<file path="src/rtl/timer_pkg.sv">
// Shared definitions for the memory-mapped countdown timer.
// Holds the FSM encoding, register offsets, CTRL bit positions and mode codes.
// Imported by timer_device; contains no logic.
package timer_pkg;

  typedef enum logic [1:0] {
    ST_IDLE = 2'd0,
    ST_LOAD = 2'd1,
    ST_CNT  = 2'd2,
    ST_INT  = 2'd3
  } timer_state_e;

  // Word offsets selected by addr[3:2]
  localparam logic [1:0] OFF_CTRL   = 2'd0;
  localparam logic [1:0] OFF_PRESET = 2'd1;
  localparam logic [1:0] OFF_COUNT  = 2'd2;

  // CTRL bit positions
  localparam int CTRL_EN      = 0;
  localparam int CTRL_MODE_LO = 1;
  localparam int CTRL_MODE_HI = 2;
  localparam int CTRL_IM      = 3;

  // Mode codes; 2 and 3 behave as one-shot
  localparam logic [1:0] MODE_ONESHOT = 2'd0;
  localparam logic [1:0] MODE_RELOAD  = 2'd1;

endpackage

</file>
<file path="src/rtl/timer_device.sv">
// Memory-mapped countdown timer (CTRL/PRESET/COUNT) with one-shot and auto-reload modes.
// Latency: reads are combinational; irq_flag rises max(PRESET,1)+2 edges after EN is written.
// Backpressure: none; single-cycle word writes are always accepted, misses are ignored.
module timer_device
  import timer_pkg::*;
#(
  parameter logic [31:0] BASE = 32'h0000_7F00
) (
  input  logic        clk,
  input  logic        reset,
  input  logic [31:0] addr,
  input  logic        we,
  input  logic [31:0] din,
  output logic [31:0] dout,
  output logic        irq
);

  timer_state_e state_q, state_d;
  logic [3:0]   ctrl_q, ctrl_d;
  logic [31:0]  preset_q, preset_d;
  logic [31:0]  count_q, count_d;
  logic         irq_flag_q, irq_flag_d;

  logic         sel;
  logic         hit;
  logic [1:0]   off;
  logic         en;
  logic [1:0]   mode;
  logic         unused_addr_bits;

  assign sel  = (addr[31:4] == BASE[31:4]);
  assign hit  = we && sel;
  assign off  = addr[3:2];
  assign en   = ctrl_q[CTRL_EN];
  assign mode = ctrl_q[CTRL_MODE_HI:CTRL_MODE_LO];

  // Byte-lane bits of the address play no part in decoding
  assign unused_addr_bits = ^addr[1:0];

  // Next-state: FSM sequencing first, then bus writes, which win on collision
  always_comb begin
    state_d    = state_q;
    ctrl_d     = ctrl_q;
    preset_d   = preset_q;
    count_d    = count_q;
    irq_flag_d = irq_flag_q;

    case (state_q)
      ST_IDLE: begin
        if (en) state_d = ST_LOAD;
      end
      ST_LOAD: begin
        // Loads the PRESET value registered before this edge
        count_d = preset_q;
        state_d = ST_CNT;
      end
      ST_CNT: begin
        if (!en) begin
          state_d = ST_IDLE;
        end else if (count_q > 32'd1) begin
          count_d = count_q - 32'd1;
        end else begin
          // COUNT of 0 or 1 both expire here, so COUNT never wraps
          count_d    = 32'd0;
          irq_flag_d = 1'b1;
          state_d    = ST_INT;
        end
      end
      ST_INT: begin
        if (mode == MODE_RELOAD) begin
          irq_flag_d = 1'b0;
        end else begin
          ctrl_d[CTRL_EN] = 1'b0;
        end
        state_d = ST_IDLE;
      end
      default: state_d = ST_IDLE;
    endcase

    if (hit) begin
      case (off)
        OFF_CTRL: begin
          ctrl_d     = din[3:0];
          irq_flag_d = 1'b0;
        end
        OFF_PRESET: preset_d = din;
        default: ;
      endcase
    end
  end

  // State and register file, cleared asynchronously
  always_ff @(posedge clk or posedge reset) begin
    if (reset) begin
      state_q    <= ST_IDLE;
      ctrl_q     <= 4'd0;
      preset_q   <= 32'd0;
      count_q    <= 32'd0;
      irq_flag_q <= 1'b0;
    end else begin
      state_q    <= state_d;
      ctrl_q     <= ctrl_d;
      preset_q   <= preset_d;
      count_q    <= count_d;
      irq_flag_q <= irq_flag_d;
    end
  end

  // Combinational read mux; zero outside the decoded window and at the reserved offset
  always_comb begin
    dout = 32'd0;
    if (sel) begin
      case (off)
        OFF_CTRL:   dout = {28'd0, ctrl_q};
        OFF_PRESET: dout = preset_q;
        OFF_COUNT:  dout = count_q;
        default:    dout = 32'd0;
      endcase
    end
  end

  assign irq = irq_flag_q & ctrl_q[CTRL_IM];

endmodule

</file>
<file path="config.mk">
export PLATFORM = sky130hd
export DESIGN_NAME = timer_device
export DESIGN_NICKNAME = d
export VERILOG_FILES = /design/src/rtl/timer_pkg.sv /design/src/rtl/timer_device.sv
export SDC_FILE = /design/constraint.sdc
export NUM_CORES = 1
export LEC_CHECK = 0
export CAP_MARGIN = 20
export CORE_MARGIN = 1
export CORE_UTILIZATION = 46
export DETAILED_ROUTE_END_ITERATION = 10
export GPL_ROUTABILITY_DRIVEN = 0
export PLACE_DENSITY = 0.77
export SLEW_MARGIN = 20
export SYNTH_ARGS = -nofsm -noshare
export SYNTH_HDL_FRONTEND = slang
export SYNTH_SLANG_ARGS = --single-unit
</file>
<file path="constraint.sdc">
create_clock -name clk -period 2.95 [get_ports clk]
set_clock_uncertainty 0.1 [all_clocks]
set_input_delay 0.59 -clock clk [delete_from_list [all_inputs] [get_ports clk]]
set_output_delay 0.59 -clock clk [all_outputs]
set_load 0.02 [all_outputs]
</file>
# == After elaboration in Yosys (flattened, before gate mapping) ==
# Index checks and enable logic that the tools add are counted.
# word_totals
ff_bits,71
input_bits,67
# op_classes
addsub,1
order_cmp,1
eq_ne,10
n_mux,19
bitwise,1
reduce_logical,8
# ops
cell,count
32-bit 2-to-1 mux,3
32-bit case mux with 3 select lines,1
32-bit case mux with 2 select lines,1
"32-bit by 1-bit > comparator with 1-bit output, second input constant",1
"32-bit by 1-bit subtractor with 32-bit output, second input constant",1
"28-bit by 11-bit == test with 1-bit output, second input constant",1
1-bit 2-to-1 mux,9
2-bit case mux with 4 select lines,1
2-bit AND reduction,4
"2-bit by 1-bit == test with 1-bit output, second input constant",3
"2-bit == test, second input constant",3
2-bit 2-to-1 mux,3
2-bit zero test,2
"2-bit != test, second input constant",2
"3-bit != test, second input constant",1
1-bit case mux with 2 select lines,1
2-bit nonzero test,1
1-bit bitwise AND,1
1-bit logical AND,1

# == Logic depth before layout (Yosys ltp) ==
# depth
ltp_word,6
depth_mapped,9
mapped_depth_nobuf,7

# == Least setup slack after synthesis ==
# No wires, ideal clock.
# synth_path
kind,in2out
startpoint,input port addr[5]
endpoint,output port dout[10]
arrival_ps,2428
slack_ps,-168
path_stages,5
path_cell_list,or4b_2 > or4_1 > clkbuf_1 > clkbuf_1 > nor2_1
# synth_between
elab_chain_cells,2
# synth_lines
element,line_no,text
"start, declared",timer_device.sv:11,"input logic [31:0] addr,"
28-bit by 11-bit == test with 1-bit output,timer_device.sv:31,assign sel = (addr[31:4] == BASE[31:4]);
32-bit 2-to-1 mux,timer_device.sv:112,if (sel) begin
"end, declared",timer_device.sv:14,"output logic [31:0] dout,"
# No other way between the ends.

# == Final worst setup path ==
# layout_path
startpoint,input port addr[4]
endpoint,output port dout[18]
# Same word-level chain as after synthesis.

==> flow_metrics.env <==
export IMPL_syn_area_per_cell_um2=9.327
export IMPL_cts_buffers_inserted=9
export IMPL_syn_inst=460
export IMPL_hpwl_um=9047
export IMPL_nNetsFinal=658
export IMPL_regToRegStartpoint="count_q[22]"
export IMPL_start_kind="primary input"
export IMPL_seq_area_frac_synth=0.4141
export IMPL_ff2ff_path_depth=6
export IMPL_drc=0
export IMPL_fmax_mhz=340.1
export IMPL_vias_per_cell=6.311
export IMPL_grt_pass1_vias=4396
export IMPL_synth_edf_count=0
export IMPL_crit_top_cell="buf_6"
export IMPL_cp_data_arrival_time_ps=2250
export IMPL_core_area_um2=8891
export IMPL_numPortBuffers=97
export IMPL_fp_dieH_um=98.58
export IMPL_routed_wl_um=13520
export IMPL_layout_common_cells="dfrtp_1, buf_4, a22oi_1, clkdlybuf4s50_1"
export IMPL_crit_fanout=5
export IMPL_max_slew_worst_pin_slew_ps=666.3
export IMPL_total_power_mw=2.001
export IMPL_cap_violations=0
export IMPL_drtPass1Iterations=5
export IMPL_clockRootBuffer="clkbuf_8"
export IMPL_path_clk_slew_ps=70
export IMPL_grt_pass1_wl_um=22320
export IMPL_clock_sinks=71
export IMPL_synth_ff_type="dfrtp_1"
export IMPL_synth_warnings=0
export IMPL_crit_chain="buf_6 -> or4b_4 -> or4_4 -> buf_12 -> buf_16 -> nor2_4 -> buf_6"
export IMPL_max_slew_margin=0.5524
export IMPL_end_kind="output pin"
export IMPL_ctsHtreeMaxLevel=3
export IMPL_worstSetupPathDepth=7
export IMPL_grt_max_degree=72
export IMPL_syn_num_nets=529
export IMPL_peakVddDrop_v=0.0002595
export IMPL_grt_remaining_overflow=0
export IMPL_ios=100
export IMPL_post_route_cells_drive_above_1_share=0.3552
export IMPL_drt_iter0_drc=325
export IMPL_cts_tree="built"
export IMPL_max_stage_delay_ps=510
export IMPL_grt_setup_unrepaired="true"
export IMPL_ys_ff_latch=71
export IMPL_cp_required_ps=2260
export IMPL_hold_viol=0
export IMPL_num_rows=34
export IMPL_ant_nets=0
export IMPL_timing_critical_path_buf_inv=4
export IMPL_start_util=0.4825
export IMPL_clockBufferDepth=2
export IMPL_antenna_found_initial=0
export IMPL_min_path_type="reg -> reg"
export IMPL_dieArea_um2=9717
export IMPL_final_common_cell="dfrtp_1"
export IMPL_clk_latency_ps=360
export IMPL_syn_cell_area_um2=4290
export IMPL_setup_viol=0
export IMPL_final_core_utilization=0.7084
export IMPL_track_usage=0.2899
export IMPL_final_max_slew_viol_count=0
export IMPL_min_delay_start="preset_q[30]"
export IMPL_async_flop_share=1.000
export IMPL_tns_ps=0
export IMPL_pwr_density_cell_nw_per_um2=317.6
export IMPL_post_route_period_util=0.9969
export IMPL_place_area_um2=5947
export IMPL_synth_cell_type_count=53
export IMPL_leakage_nw=2.806
export IMPL_whs_path_depth=1
export IMPL_postCtsHoldBufs=0
export IMPL_wire_per_inst_um=19.25
export IMPL_outcome="complete, no violations"
export IMPL_cp_top_family="simple AND/OR/NAND/NOR gates"
export IMPL_die_w_um=98.58
export IMPL_antenna_cells=0
export IMPL_crit_start="addr[4]"
export IMPL_vias=4430
export IMPL_syn2layout_area_growth_pct=46.81
export IMPL_period_needed_ps=2941
export IMPL_crit_type="in -> out"
export IMPL_crit_slowest_cell="or4b_4"
export IMPL_fin_area_um2=6299
## timing repair
item,in CTS,in global routing
gates cloned,4,0
resized for setup,232,23
setup endpoints to repair,68,54
pin swaps,11,9
buffers inserted,3,0
## synthesized netlist by cell type, drive strengths merged, types with 10 or more instances
cell    count  area [µm²]
a21oi      10       50.05
a22oi      37       277.8
clkbuf     31       116.4
dfrtp      71        1777
inv        12       45.04
mux2       36       405.4
nand2      36       135.1
nand3      11       55.05
nor2       51       191.4
nor3       14       75.07
nor4       12       90.09
o21ai      13       65.06
or4        11       90.08
## kinds of logic after synthesis
kind of cell    after synthesis  synth area share
simple gates                170            0.2079
compound gates              125            0.2176
flops                        71            0.4141
buf+inv                      51           0.04841
mux                          41            0.1062
fa+ha+maj                     2          0.005832
## cell type report
cell class | count | area (µm²)
Timing Repair Buffer | 157 | 1526
Fill cell | 666 | 2592
Sequential cell | 71 | 1777
Multi-Input combinational cell | 338 | 2591
Clock buffer | 13 | 158.9
Tap cell | 108 | 135.1
Inverter | 12 | 45.04
Clock inverter | 3 | 65.06
## stage by stage
step	std cells	worst slack [ps]	hold WS, ps
after floorplan	460	-10.66	370.6
after detailed placement	679	-904.6	422.0
after CTS	702	1.099	443.4
after global placement	679	-880.1	401.6
after global routing	702	-59.51	460.6
final	702	9.255	439.5
## worst register-to-register path: cells and delay by family, from the launching register on
kind | cells | cell delay, ps
buffers and inverters | 1 | 190
AO/OA/AOI/OAI | 2 | 390
AND/OR/NAND/NOR | 3 | 1690
flip-flops | 1 | 390
## sequential cells by signal, summed over array words and instances, names as in the netlist
signal and flops:
count_q 32, preset_q 32, ctrl_q 4, state_q 2, irq_flag_q 1
## power by group
group | total, mW | switching [mW] | internal (mW)
Combinational | 0.132 | 0.0546 | 0.0775
Sequential | 0.973 | 0.0000000443 | 0.973
Clock | 0.896 | 0.373 | 0.522
Total | 2.00 | 0.428 | 1.57
## layer usage
layer | up-vias | part of all wire | global-route usage
li1 | 2019 | - | -
met1 | 2150 | 0.39 | 0.3703
met2 | 225 | 0.51 | 0.4832
met3 | 36 | 0.070 | 0.05390
met4 | 0 | 0.025 | 0.1251
met5 | - | 0 | 0
## final timing paths
| kind | slack (ps) | to |
|---|---|---|
| min in group asynchronous | 540 | count_q[5] |
| hold reg to reg | 440 | preset_q[30] |
| setup / recovery | 9 | dout[18] |
| max in group asynchronous | 1890 | count_q[30] |
| hold / removal | 440 | preset_q[30] |
| setup reg to reg | 80 | count_q[26] |
Power figures use the tool's default switching activity.
